`config.mk`:
```
export PLATFORM = sky130hd
export DESIGN_NAME = rect_sum_engine
export DESIGN_NICKNAME = d
export VERILOG_FILES = /design/src/rtl/rect_sum_pkg.sv /design/src/rtl/rect_corner_addr.sv /design/src/rtl/rect_sum_engine.sv
export SDC_FILE = /design/constraint.sdc
export NUM_CORES = 1
export LEC_CHECK = 0
export CORE_MARGIN = 2
export CORE_UTILIZATION = 50
export CTS_BUF_LIST = sky130_fd_sc_hd__clkbuf_2
export DETAILED_ROUTE_END_ITERATION = 10
export GPL_TIMING_DRIVEN = 0
export PLACE_DENSITY = 0.75
export SLEW_MARGIN = 25
export SYNTH_ARGS = -nofsm -noshare
export SYNTH_HDL_FRONTEND = slang
export SYNTH_SLANG_ARGS = --single-unit
```
`constraint.sdc`:
```
create_clock -name clk -period 5.68 [get_ports clk]
set_input_delay 1.136 -clock clk [delete_from_list [all_inputs] [get_ports clk]]
set_output_delay 1.136 -clock clk [all_outputs]
set_load 0.005 [all_outputs]
```
`src/rtl/rect_sum_pkg.sv`:
```
// Shared types and constants for the rectangle-sum engine: FSM state
// encoding, default widths, phase lengths and the corner issue order.
package rect_sum_pkg;

  localparam int DEF_IMG_WIDTH  = 4;
  localparam int DEF_IMG_HEIGHT = 4;
  localparam int DEF_INT_W      = 16;
  localparam int DEF_ADDR_W     = 8;

  // Cycles spent presenting corner addresses and waiting for the last read.
  localparam int ISSUE_CYCLES = 4;
  localparam int DRAIN_CYCLES = 2;

  typedef enum logic [1:0] {
    S_IDLE  = 2'd0,
    S_ISSUE = 2'd1,
    S_DRAIN = 2'd2,
    S_HOLD  = 2'd3
  } state_t;

  // Corner slot index; the numeric order is the order corners are issued.
  typedef logic [1:0] corner_t;
  localparam corner_t CORNER_D = 2'd0;  // (x1,   y1)
  localparam corner_t CORNER_B = 2'd1;  // (x1,   y0-1)
  localparam corner_t CORNER_C = 2'd2;  // (x0-1, y1)
  localparam corner_t CORNER_A = 2'd3;  // (x0-1, y0-1)

  // B and C are subtracted from the sum, D and A are added.
  function automatic logic corner_negated(input corner_t c);
    return (c == CORNER_B) || (c == CORNER_C);
  endfunction

endpackage

```
`src/rtl/rect_corner_addr.sv`:
```
// Corner coordinate selection, zero-masking and integral-image address
// generation for one corner slot of a rectangle request.
module rect_corner_addr
  import rect_sum_pkg::*;
#(
  parameter int IMG_WIDTH = DEF_IMG_WIDTH,
  parameter int ADDR_W    = DEF_ADDR_W,
  parameter int XW        = 2,
  parameter int YW        = 2
) (
  input  corner_t             i_slot,
  input  logic [XW-1:0]       i_x0,
  input  logic [XW-1:0]       i_x1,
  input  logic [YW-1:0]       i_y0,
  input  logic [YW-1:0]       i_y1,
  output logic [ADDR_W-1:0]   o_addr,
  output logic                o_zero
);

  logic          w_use_x1;
  logic          w_use_y1;
  logic [XW-1:0] w_x;
  logic [YW-1:0] w_y;

  // A corner left of column 0 or above row 0 lies outside the integral image
  // and contributes zero; its slot still issues, at address 0.
  always_comb begin
    w_use_x1 = (i_slot == CORNER_D) || (i_slot == CORNER_B);
    w_use_y1 = (i_slot == CORNER_D) || (i_slot == CORNER_C);
    w_x      = w_use_x1 ? i_x1 : (i_x0 - XW'(1));
    w_y      = w_use_y1 ? i_y1 : (i_y0 - YW'(1));
    o_zero   = (!w_use_x1 && (i_x0 == '0)) || (!w_use_y1 && (i_y0 == '0));
    o_addr   = o_zero ? '0
                      : (ADDR_W'(w_y) * ADDR_W'(IMG_WIDTH) + ADDR_W'(w_x));
  end

endmodule

```
`src/rtl/rect_sum_engine.sv`:
```
// Rectangle-sum engine: reads four corners of an integral image from an
// M10K with 2-cycle read latency and returns D - B - C + A.
// Optional feature macro: RECT_SUM_BOUNDS_EN (reject illegal bounds with
// sum_err=1, sum_data=0 one cycle after acceptance).
module rect_sum_engine
  import rect_sum_pkg::*;
#(
  parameter int IMG_WIDTH  = DEF_IMG_WIDTH,
  parameter int IMG_HEIGHT = DEF_IMG_HEIGHT,
  parameter int INT_W      = DEF_INT_W,
  parameter int ADDR_W     = DEF_ADDR_W,
  localparam int XW = (IMG_WIDTH  > 1) ? $clog2(IMG_WIDTH)  : 1,
  localparam int YW = (IMG_HEIGHT > 1) ? $clog2(IMG_HEIGHT) : 1
) (
  input  logic                     clk,
  input  logic                     reset,
  input  logic                     req_valid,
  output logic                     req_ready,
  input  logic [XW-1:0]            req_x0,
  input  logic [XW-1:0]            req_x1,
  input  logic [YW-1:0]            req_y0,
  input  logic [YW-1:0]            req_y1,
  output logic [ADDR_W-1:0]        M10K_read_address_int,
  input  logic signed [INT_W-1:0]  M10K_read_data_int,
  output logic                     sum_valid,
  input  logic                     sum_ready,
  output logic signed [INT_W+1:0]  sum_data,
  output logic                     sum_err
);

  localparam int SUM_W = INT_W + 2;

  state_t                   r_state;
  state_t                   w_state_nxt;
  corner_t                  r_slot;
  logic [XW-1:0]            r_x0, r_x1;
  logic [YW-1:0]            r_y0, r_y1;
  logic                     w_accept;
  logic                     w_bad;
  logic [ADDR_W-1:0]        w_addr;
  logic                     w_zero;
  logic                     r_vld_p1, r_vld_p2;
  logic                     r_zero_p1, r_zero_p2;
  corner_t                  r_slot_p1, r_slot_p2;
  logic signed [SUM_W-1:0]  w_term;
  logic signed [SUM_W-1:0]  r_acc;
  logic                     r_sum_valid;
  logic signed [SUM_W-1:0]  r_sum_data;

  // Sign-extend one corner word and apply its mask and sign.
  function automatic logic signed [SUM_W-1:0] corner_term(
    input logic signed [INT_W-1:0] d,
    input logic                    zero,
    input logic                    neg
  );
    logic signed [SUM_W-1:0] ext;
    ext = SUM_W'(d);
    if (zero) return '0;
    return neg ? -ext : ext;
  endfunction

  assign req_ready = (r_state == S_IDLE);
  assign w_accept  = req_valid && req_ready;

`ifdef RECT_SUM_BOUNDS_EN
  logic r_sum_err;
  assign w_bad = (req_x0 > req_x1) || (req_y0 > req_y1) ||
                 (32'(req_x1) >= IMG_WIDTH) || (32'(req_y1) >= IMG_HEIGHT);
  assign sum_err = r_sum_err;

  // Error flag is set only by a rejected request and cleared on handshake.
  always_ff @(posedge clk) begin
    if (reset)                          r_sum_err <= 1'b0;
    else if (w_accept)                  r_sum_err <= w_bad;
    else if (r_sum_valid && sum_ready)  r_sum_err <= 1'b0;
  end
`else
  assign w_bad   = 1'b0;
  assign sum_err = 1'b0;
`endif

  // FSM state register.
  always_ff @(posedge clk) begin
    if (reset) r_state <= S_IDLE;
    else       r_state <= w_state_nxt;
  end

  // Next-state: fixed-length ISSUE and DRAIN, HOLD until the result is taken.
  always_comb begin
    w_state_nxt = r_state;
    case (r_state)
      S_IDLE:  if (w_accept) w_state_nxt = w_bad ? S_HOLD : S_ISSUE;
      S_ISSUE: if (r_slot == corner_t'(ISSUE_CYCLES - 1)) w_state_nxt = S_DRAIN;
      S_DRAIN: if (r_slot == corner_t'(DRAIN_CYCLES - 1)) w_state_nxt = S_HOLD;
      S_HOLD:  if (sum_ready) w_state_nxt = S_IDLE;
      default: w_state_nxt = S_IDLE;
    endcase
  end

  // Phase counter: restarts on every state change, doubles as the corner slot.
  always_ff @(posedge clk) begin
    if (reset)                      r_slot <= '0;
    else if (w_state_nxt != r_state) r_slot <= '0;
    else                            r_slot <= r_slot + corner_t'(1);
  end

  // Bounds are captured only on acceptance, so they stay fixed while busy.
  always_ff @(posedge clk) begin
    if (w_accept) begin
      r_x0 <= req_x0;
      r_x1 <= req_x1;
      r_y0 <= req_y0;
      r_y1 <= req_y1;
    end
  end

  // ---- stage p0: corner address presented to the M10K ----
  rect_corner_addr #(
    .IMG_WIDTH (IMG_WIDTH),
    .ADDR_W    (ADDR_W),
    .XW        (XW),
    .YW        (YW)
  ) u_corner (
    .i_slot (r_slot),
    .i_x0   (r_x0),
    .i_x1   (r_x1),
    .i_y0   (r_y0),
    .i_y1   (r_y1),
    .o_addr (w_addr),
    .o_zero (w_zero)
  );

  assign M10K_read_address_int = (r_state == S_ISSUE) ? w_addr : '0;

  // ---- stages p1/p2: slot tags follow the read through the M10K latency ----
  always_ff @(posedge clk) begin
    if (reset) begin
      r_vld_p1 <= 1'b0;
      r_vld_p2 <= 1'b0;
    end else begin
      r_vld_p1 <= (r_state == S_ISSUE);
      r_vld_p2 <= r_vld_p1;
    end
  end

  // Slot identity and mask ride alongside the valid bits.
  always_ff @(posedge clk) begin
    r_zero_p1 <= w_zero;
    r_slot_p1 <= r_slot;
    r_zero_p2 <= r_zero_p1;
    r_slot_p2 <= r_slot_p1;
  end

  // ---- stage p2: read data returns and is accumulated ----
  assign w_term = corner_term(M10K_read_data_int, r_zero_p2,
                              corner_negated(r_slot_p2));

  // Accumulator restarts on corner D, the first data to return.
  always_ff @(posedge clk) begin
    if (r_vld_p2) r_acc <= (r_slot_p2 == CORNER_D) ? w_term : (r_acc + w_term);
  end

  // Result register: loaded on the last corner or a rejected request.
  always_ff @(posedge clk) begin
    if (reset) begin
      r_sum_valid <= 1'b0;
      r_sum_data  <= '0;
    end else if (w_accept && w_bad) begin
      r_sum_valid <= 1'b1;
      r_sum_data  <= '0;
    end else if (r_vld_p2 && (r_slot_p2 == CORNER_A)) begin
      r_sum_valid <= 1'b1;
      r_sum_data  <= r_acc + w_term;
    end else if (r_sum_valid && sum_ready) begin
      r_sum_valid <= 1'b0;
    end
  end

  assign sum_valid = r_sum_valid;
  assign sum_data  = r_sum_data;

endmodule

```
* Word-level counts from Yosys, hierarchy flattened
Index checks and enable logic that the tools add are counted.
Cells by class: reduce and logical (&&, ||, !) cells 18, muxes and demuxes 16, add/sub/neg operators 6, equal/unequal tests 10
Operators with widths (number):
- $mux W18 | 4
- $add A18 B18 Y18 | 1
- $neg A16 Y18 | 1
- $mux W8 | 2
- $eq A2 B2 Y1 const B | 6
- $mux W2 | 6
- $logic_not A2 Y1 | 5
- $pmux W2 S4 | 1
- $eq A2 B1 Y1 const B | 3
- $add A4 B2 Y5 | 1
- $logic_and A1 B1 Y1 | 5
- $logic_or A1 B1 Y1 | 4
- $sub A2 B1 Y2 const B | 2
- $mux W1 | 3
- $add A2 B1 Y2 const B | 1
- $logic_not A1 Y1 | 2
- $ne A2 B2 Y1 | 1
- $reduce_bool A2 Y1 | 1
- $reduce_or A2 Y1 | 1
Word-level totals: register bits after elaboration 57, output and inout port bits 29, bits of input ports 28, logic and storage cells 65

* Logic depth before layout (Yosys ltp)
Gate-level depths: netlist (run 1).
depth after elaboration 7, gate-level depth with buffers 15, gate-level depth less buffers 13

* Modules after synthesis
A second synthesis (run 1) with hierarchy kept.
Second synthesis, totals: cells, all modules 419, area, all modules 3818.7 µm²
By module, submodules not included:
- rect_sum_engine | area an instance 3673.5 µm², cells each 397, sequential area each 1401.3 µm², instances 1
- rect_corner_addr | area an instance 145.1 µm², cells each 22, sequential area each 0.0 µm², instances 1

* Least setup slack after synthesis (run 1)
OpenSTA, ideal clock, no wires.
path kind input -> register, start point input M10K_read_data_int[9], end point register r_sum_data[16] (netlist: sum_data[16]), data required time 5601 ps, setup time 79 ps, stages on the path 11, path slack 1736 ps, data arrival time 3865 ps, buffers on the path 0, cells stage by stage nor4_2 -> nand4b_2 -> o31ai_1 -> xor2_1 -> nor2_1 -> ha_1 -> a21o_1 -> a21o_1 -> a21o_1 -> or4b_2 -> o211ai_1
Between the ends: longest elaborated chain between the ends 4
Ends and longest elaborated chain:
- from (decl) | RTL line rect_sum_engine.sv:24 | input logic signed [INT_W-1:0] M10K_read_data_int,
- $neg A16 Y18 | RTL line rect_sum_engine.sv:59 | return neg ? -ext : ext;
- $mux W18 * (2 in a row) | RTL line rect_sum_engine.sv:59
- $add A18 B18 Y18 * | RTL line rect_sum_engine.sv:173 | r_sum_data <= r_acc + w_term;
- to (signal assigned) | RTL line rect_sum_engine.sv:173
- to (decl) | RTL line rect_sum_engine.sv:48 | logic signed [SUM_W-1:0] r_sum_data;
Every way passes the cells marked *; elsewhere a longest branch is shown, timed or not. A chain may end at the register's enable or synchronous reset.

* Worst setup path in the final report (run 1)
start point input M10K_read_data_int[3], end point register r_acc[16] (data pin)
Between the ends: longest elaborated chain between the ends 5
Ends and longest elaborated chain:
- $neg A16 Y18 | RTL line rect_sum_engine.sv:59
- $mux W18 * (2 in a row) | RTL line rect_sum_engine.sv:59
- $add A18 B18 Y18 | RTL line rect_sum_engine.sv:160 | if (r_vld_p2) r_acc <= (r_slot_p2 == CORNER_D) ? w_term : (r_acc + w_term);
- $mux W18 * | RTL line rect_sum_engine.sv:160
- to (signal assigned) | RTL line rect_sum_engine.sv:160
- to (decl) | RTL line rect_sum_engine.sv:46 | logic signed [SUM_W-1:0] r_acc;
Marks and branches as above.

==> reports/qor.yml, run 1 <==
cells_and_area:
  regArea_sq_um: 1400
  nFillCells: 656
  area_delta_synth_final_pct: 20.1
  drive_gt1_share_pct: 10.2
  multiInputGateArea_sq_um: 2190
  nNetsFinal: 540
  antenna_cells: 0
  finalInstanceArea_sq_um: 4560
critical_path:
  critPathKind: "input port to flop"
  timing.rr.start: "r_slot_p2[1]$_DFF_P_"
  critical-path-top-delay-family: "compound AO/OA/AOI/OAI gates"
  cp-start-kind: "input port"
  crit_fanout: 8
  ff2ff_setup_slack_ns: 1.83
  r2r_cells: 15
  slowest_stage: "nor4_4"
  end_kind: "flop"
  cp.arrival_ns: 4.94
  required_ns: 5.99
  timing.rr.end: "r_acc[11]$_DFFE_PP_"
  path_buf_inv: 1
  max_stage_delay_ns: 0.53
  path_cells: "clkdlybuf4s50_1 > nor4_4 > nand2_1 > o41ai_1 > xor2_1 > nor2_1 > ha_1 > a21oi_1 > o21ba_2 > o21ai_0 > nor3b_1 > nor4_1 > o31ai_1"
floorplanning:
  ioPinCount: 57
  fp-row-count: 31
  coreArea_sq_um: 7290
  dieArea_sq_um: 8300
  start_util_pct: 52.0
  die_y_um: 91.1
  die_x_um: 91.1
worst_hold_path:
  hold_end: "r_slot_p2[1]$_DFF_P_"
  min_path_type: "flop to flop"
  min_from: "r_slot_p1[1]$_DFF_P_"
  whs_path_depth: 0
detailed_routing:
  wl_um: 9250
  via_per_inst: 5.71
  drc: 0
  vias: 3363
  drt_iter0_drc: 263
  ant_nets: 0
  wire_per_inst_um: 15.7
  firstDrtPassIters: 5
job:
  drv_cap: 0
global_routing:
  antenna_found_initial: 0
  grt_pass1_vias: 3310
  gr-usage-met2_pct: 35.9
  use_met1_pct: 30.5
  grt_use_total_pct: 23.3
  grt_pass1_wl_um: 15500
  grt_max_degree: 21
  grt_remaining_overflow: 0
  busiest_layer: "met2"
  use_met3_pct: 4.90
synth:
  async_reset_ff_share_pct: 0
  synth_cell_types: 65
  synthesis.area_sq_um: 3790
  yosys-top-cells-area: "edfxtp_1 21%, dfxtp_1 16%, ha_1 8.6%"
  synth_top_area_share_pct: 20.6
  ys_seq_area_share_pct: 37.0
  syn_area_per_cell_sq_um: 9.05
  synth_cells: 419
  synth_edf_count: 26
  yosysTopAreaCell: "edfxtp_1"
  synth_seq_cells: 57
  yosys_warnings: 0
  synth_common_cells: "33 x a21oi_1, 33 x nand2_1, 32 x nor2_1"
  synthFlopType: "dfxtp_1"
power:
  total_power_mw: 1.25
  powerDensity_nw_per_um2: 275
  p_leak_nw: 1.84
  peakVddDrop_v: 0.000171
placement:
  placed_area_sq_um: 4440
  pre_cts_slack_ns: 0.641
  hpwl_um: 6870
  gp_congestion: 0.950
  io_buffers: 51
clock_network:
  htree_levels: 3
  post-cts-setup-buffers: 0
  ctsResizeCount: 0
  clock_latency_ns: 0.52
  cts_sinks: 57
  clock_path_buffers: 2
  cts-hold-fix-buffers: 0
  root_buffer: "clkbuf_2"
  cts_made_buffers: 9
  cts_tree: "done"
  path_clk_slew_ns: 0.18
timing:
  finalSetupTns_ns: 0
  min_period_ns: 4.63
  slew_viol_final: 0
  slew_headroom_pct: 32.4
  fmax_mhz: 216
  period_share_pct: 81.5
  rsz0062_at_grt: "no"
  fin_worst_skew_ns: 0.0326
  timing.final.ws_setup_ns: 1.05
  max_slew.worst_pin.slew_ns: 1.01
  setup_viol: 0
  finalHoldViolCount: 0
outcome:
  status: "complete, no violations"
==> routing by layer <==
metal	vias to the layer above	share of wire, %
li1	1658	-
met1	1546	47
met2	133	43
met3	26	6.8
met4	0	3.5
met5	-	0
==> kinds of logic after synthesis <==
group           share of synthesized area (%)
mux                                      3.20
buf+inv                                  5.58
fa+ha+maj                                9.11
flops                                    37.0
compound gates                           21.4
simple gates                             18.1
other cells                            0.0989
xor+xnor                                 5.54
==> where the power goes <==
| part | total, mW | leakage [nW] | switching (mW) | internal, mW |
|---|---|---|---|---|
| combinational | 0.514 | 1.27 | 0.301 | 0.213 |
| sequential | 0.469 | 0.493 | 0.00933 | 0.460 |
| clock | 0.268 | 0.0764 | 0.166 | 0.102 |
| total | 1.25 | 1.84 | 0.476 | 0.775 |
==> worst register-to-register path, cell delays in order, from the launching register on <==
cell	delay, ns
dfxtp_1	0.38
inv_1	0.05
ha_1	0.29
buf_2	0.23
clkinv_1	0.27
a21oi_1	0.22
xnor2_1	0.08
nor2_1	0.22
ha_1	0.30
buf_2	0.19
a21oi_1	0.16
o211ai_1	0.15
a31oi_1	0.45
o21bai_1	0.14
xnor2_1	0.21
mux2_2	0.28
==> through the flow <==
| step | instances | hold slack (ns) | util (%) |
|---|---|---|---|
| finish | 589 | 0.339 | 62.5 |
| global route | 589 | 0.343 | 62.5 |
| CTS | 589 | 0.337 | 62.5 |
| detailed placement | 573 | 0.312 | 60.9 |
| global placement | 573 | 0.310 | 60.9 |
| floorplan | 423 | 0.310 | - |
==> how the worst max path moves through the flow <==
stage                           from                   endpoint  slack [ns]  cells past startpoint
6_report       M10K_read_data_int[3]        r_acc[16]$_DFFE_PP_        1.05                     13
2_1_floorplan  M10K_read_data_int[9]  sum_data[16]$_SDFFE_PP0P_        1.74                     11
5_1_grt        M10K_read_data_int[3]        r_acc[16]$_DFFE_PP_        0.83                     13
4_1_cts        M10K_read_data_int[3]        r_acc[16]$_DFFE_PP_        1.15                     13
3_3_place_gp   M10K_read_data_int[3]        r_acc[16]$_DFFE_PP_        0.78                     13
3_5_place_dp   M10K_read_data_int[3]        r_acc[16]$_DFFE_PP_        0.64                     13
==> cell type report <==
| type | instances | share of cell area, % |
|---|---|---|
| multi-input combinational | 320 | 48.2 |
| sequential | 57 | 30.8 |
| timing repair buffer | 51 | 11.2 |
| tap | 99 | 2.72 |
| buffer | 22 | 2.66 |
| inverter | 24 | 1.98 |
| clock inverter | 7 | 1.51 |
| clock buffer | 9 | 0.989 |
==> cell usage in the layout, fill, tap and decap left out, types with 4 or more instances in the layout <==
| cell | instances |
|---|---|
| edfxtp_1 | 26 |
| nor2_1 | 32 |
| xor2_1 | 12 |
| a31oi_1 | 10 |
| nand2b_1 | 4 |
| nand2_1 | 33 |
| a21o_1 | 13 |
| buf_4 | 6 |
| dfxtp_1 | 31 |
| o21a_1 | 5 |
| conb_1 | 5 |
| o211ai_1 | 6 |
| a21oi_1 | 33 |
| or3_1 | 7 |
| clkdlybuf4s50_1 | 51 |
| buf_2 | 5 |
| ha_1 | 26 |
| nand3_1 | 11 |
| inv_1 | 23 |
| clkbuf_1 | 9 |
| and3_1 | 6 |
| xnor2_1 | 12 |
| nor4_1 | 5 |
| nor3_1 | 10 |
| o31ai_1 | 10 |
| nor2b_1 | 6 |
| mux2_2 | 9 |
| a211oi_1 | 4 |
| clkbuf_2 | 9 |
| o21ai_0 | 17 |
No activity file was read; power rests on OpenSTA's default activity.
==> run 2, diff against run 1 <==
--- a/config.mk
+++ b/config.mk
@@ -10,7 +10,7 @@
 export CTS_BUF_LIST = sky130_fd_sc_hd__clkbuf_2
 export DETAILED_ROUTE_END_ITERATION = 10
 export GPL_TIMING_DRIVEN = 0
-export PLACE_DENSITY = 0.75
+export PLACE_DENSITY = 0.78
 export SLEW_MARGIN = 25
 export SYNTH_ARGS = -nofsm -noshare
 export SYNTH_HDL_FRONTEND = slang
==> constraint.sdc (replaced) <==
create_clock -name clk -period 4.08 [get_ports clk]
set_input_delay 0.816 -clock clk [delete_from_list [all_inputs] [get_ports clk]]
set_output_delay 0.816 -clock clk [all_outputs]
set_load 0.005 [all_outputs]
==> run 2 against run 1 <==
Net effect: design area rose by 1.2%; hold slack improved by 0.0036 ns; sequential power rose by 39%; global-route usage fell by 0.17 points; sequential cell count did not move; via count rose by 3.6%; critical path type unchanged.
==> reports/qor.yml, run 2 (synthesis results as in run 1) <==
cells_and_area:
  fin_util_pct: 63.2  # +0.74 points
  nFillCells: 649  # -1.1%
  antenna_cells: 0  # unchanged
  final_common_cell: "clkdlybuf4s50_1"
  drive_gt1_share_pct: 12.2  # +2.0 points
  stdcell_count: 592  # +0.51%
  nNetsFinal: 543  # +0.56%
  area_delta_synth_final_pct: 21.5
  final_cell_mix: "50 x clkdlybuf4s50_1, 33 x nand2_1, 33 x a21oi_1"
clock_network:
  cts_tree: "done"
  root_buffer: "clkbuf_2"
  cts_sinks: 57  # unchanged
  clock_path_buffers: 2  # unchanged
  path_clk_slew_ns: 0.17  # about the same
  cts_made_buffers: 9  # unchanged
  clock_latency_ns: 0.47  # -0.05 ns
  htree_levels: 3  # unchanged
critical_path:
  max_stage_delay_ns: 0.48  # -0.05 ns
  timing.rr.end: "r_acc[11]$_DFFE_PP_"
  startpoint: "M10K_read_data_int[5]"
  crit_path_end: "r_acc[17]$_DFFE_PP_"
  cp.arrival_ns: 4.07  # -0.87 ns
  required_ns: 4.27  # -1.72 ns
  path_cells: "clkdlybuf4s50_1 > nor4_4 > nand2_1 > o41ai_1 > xor2_1 > nor2_1 > ha_2 > nand3_1 > nor3_1 > nand3_1 > a21o_2 > a211oi_1 > xor2_1"
  ff2ff_setup_slack_ns: 0.29  # -1.54 ns
  slowest_stage: "clkdlybuf4s50_1"
  timing.rr.start: "r_slot_p2[0]$_DFF_P_"
  end_kind: "flop"
  crit_fanout: 7  # -1
  critPathKind: "input port to flop"
  r2r_cells: 15  # unchanged
  cp-start-kind: "input port"
timing:
  slew_headroom_pct: 35.1  # +2.8 points
  min_period_ns: 3.87
  max_slew.worst_pin.slew_ns: 0.972  # -0.0413 ns
  rsz0062_at_grt: "no"
  finalHoldViolCount: 0  # unchanged
  fmax_mhz: 258
  setup_viol: 0  # unchanged
  period_share_pct: 94.9
  fin_worst_skew_ns: 0.0342  # +0.00154 ns
  slew_viol_final: 0  # unchanged
  timing.final.ws_setup_ns: 0.207  # -0.842 ns
  fin_hold_ws_ns: 0.343  # +0.00361 ns
global_routing:
  grt_pass1_wl_um: 15600  # +0.54%
  grt_remaining_overflow: 0  # unchanged
  grt_pass1_vias: 3267  # -1.3%
  antenna_found_initial: 0  # unchanged
  grt_use_total_pct: 23.1  # -0.17 points
  grt_max_degree: 21  # unchanged
detailed_routing:
  drc: 0  # unchanged
  firstDrtPassIters: 5  # unchanged
  via_per_inst: 5.89  # +3.1%
  vias: 3485  # +3.6%
  wire_per_inst_um: 16.0  # +1.7%
  ant_nets: 0  # unchanged
  wl_um: 9450  # +2.2%
  drt_iter0_drc: 379  # +44%
outcome:
  status: "complete, no violations"
power:
  p_leak_nw: 1.84  # +0.24%
  peakVddDrop_v: 0.000244  # +43%
  powerDensity_nw_per_um2: 368  # +34%
floorplanning:
  coreArea_sq_um: 7290  # unchanged
  fp-row-count: 31  # unchanged
  start_util_pct: 52.0  # unchanged
  die_x_um: 91.1  # unchanged
  ioPinCount: 57  # unchanged
  die_y_um: 91.1  # unchanged
  dieArea_sq_um: 8300  # unchanged
placement:
  pre_cts_slack_ns: -0.562  # -1.20 ns
  dp_cells: 573  # unchanged
  io_buffers: 51  # unchanged
  hpwl_um: 7050  # +2.6%
  gp_congestion: 0.968  # +1.9%
worst_hold_path:
  min_path_type: "flop to flop"
job:
  drv_cap: 0  # unchanged
[run 2: cell types whose count changed in the layout (fill, tap and decap cells not counted), moves of 2 or more]
cell,delta
buf_4,+3
ha_2,+2
ha_1,-2
clkinvlp_4,+4
clkinv_2,-2
[run 2: final cells by class]
cell class              count  area [sq um]  share of cell area (%)
clock inverters             6          45.0                   0.977
multi-input cells         320          2240                    48.6
well taps                  99           124                    2.69
repair buffers             54           536                    11.6
clock buffers              10          50.0                    1.09
plain buffers              22           121                    2.63
inverters                  24          93.8                    2.04
flip-flops and latches     57          1400                    30.4
[run 2: layer usage]
metal / part of all wire, % / GRT usage [%]
met2: 47 / 38.2
met5: 0 / 0
met3: 7.6 / 3.24
met1: 44 / 31.0
met4: 1.2 / 7.95
[run 2: how the worst min path moves through the flow]
| stage | from | end | slack (ns) | cells past startpoint |
|---|---|---|---|---|
| final | r_slot_p1[1]$_DFF_P_ | r_slot_p2[1]$_DFF_P_ | 0.34 | 0 |
| after global routing | r_slot_p1[1]$_DFF_P_ | r_slot_p2[1]$_DFF_P_ | 0.36 | 0 |
| after CTS | r_slot_p1[0]$_DFF_P_ | r_slot_p2[0]$_DFF_P_ | 0.35 | 0 |
| after detailed placement | r_zero_p1$_DFF_P_ | r_zero_p2$_DFF_P_ | 0.31 | 0 |
| after global placement | r_slot_p1[1]$_DFF_P_ | r_slot_p2[1]$_DFF_P_ | 0.31 | 0 |
| after floorplan | r_slot_p1[0]$_DFF_P_ | r_slot_p2[0]$_DFF_P_ | 0.31 | 0 |
[run 2: through the flow]
stage	total power, mW	setup TNS [ns]	instance area [sq um]
finish	1.69	0	4610
global route	1.80	0	4610
CTS	1.67	0	4540
detailed placement	1.36	-4.19	4440
global placement	1.34	-3.04	4440
floorplan	1.18	0	3810
[run 2: critical path: cells and delay by family]
kind,cells,cell delay (ns)
and+or+nand+nor,6,1.17
xor gates and xnor gates,2,0.30
adders and majority gates,1,0.40
buffers and inverters,1,0.48
AOI/OAI and AO/OA,3,0.90
[run 2: what timing repair did]
item | in CTS | in global routing
pin swaps | 0 | 2
hold buffers | 0 | 0
buffers inserted | 0 | 3
gates resized for setup | 1 | 10
setup endpoints to repair | 1 | 10
hold endpoints to repair | 0 | 0
[run 2: power breakdown]
group / switching, mW / internal [mW]
clock network: 0.228 / 0.0828
registers: 0.0137 / 0.641
logic: 0.427 / 0.303
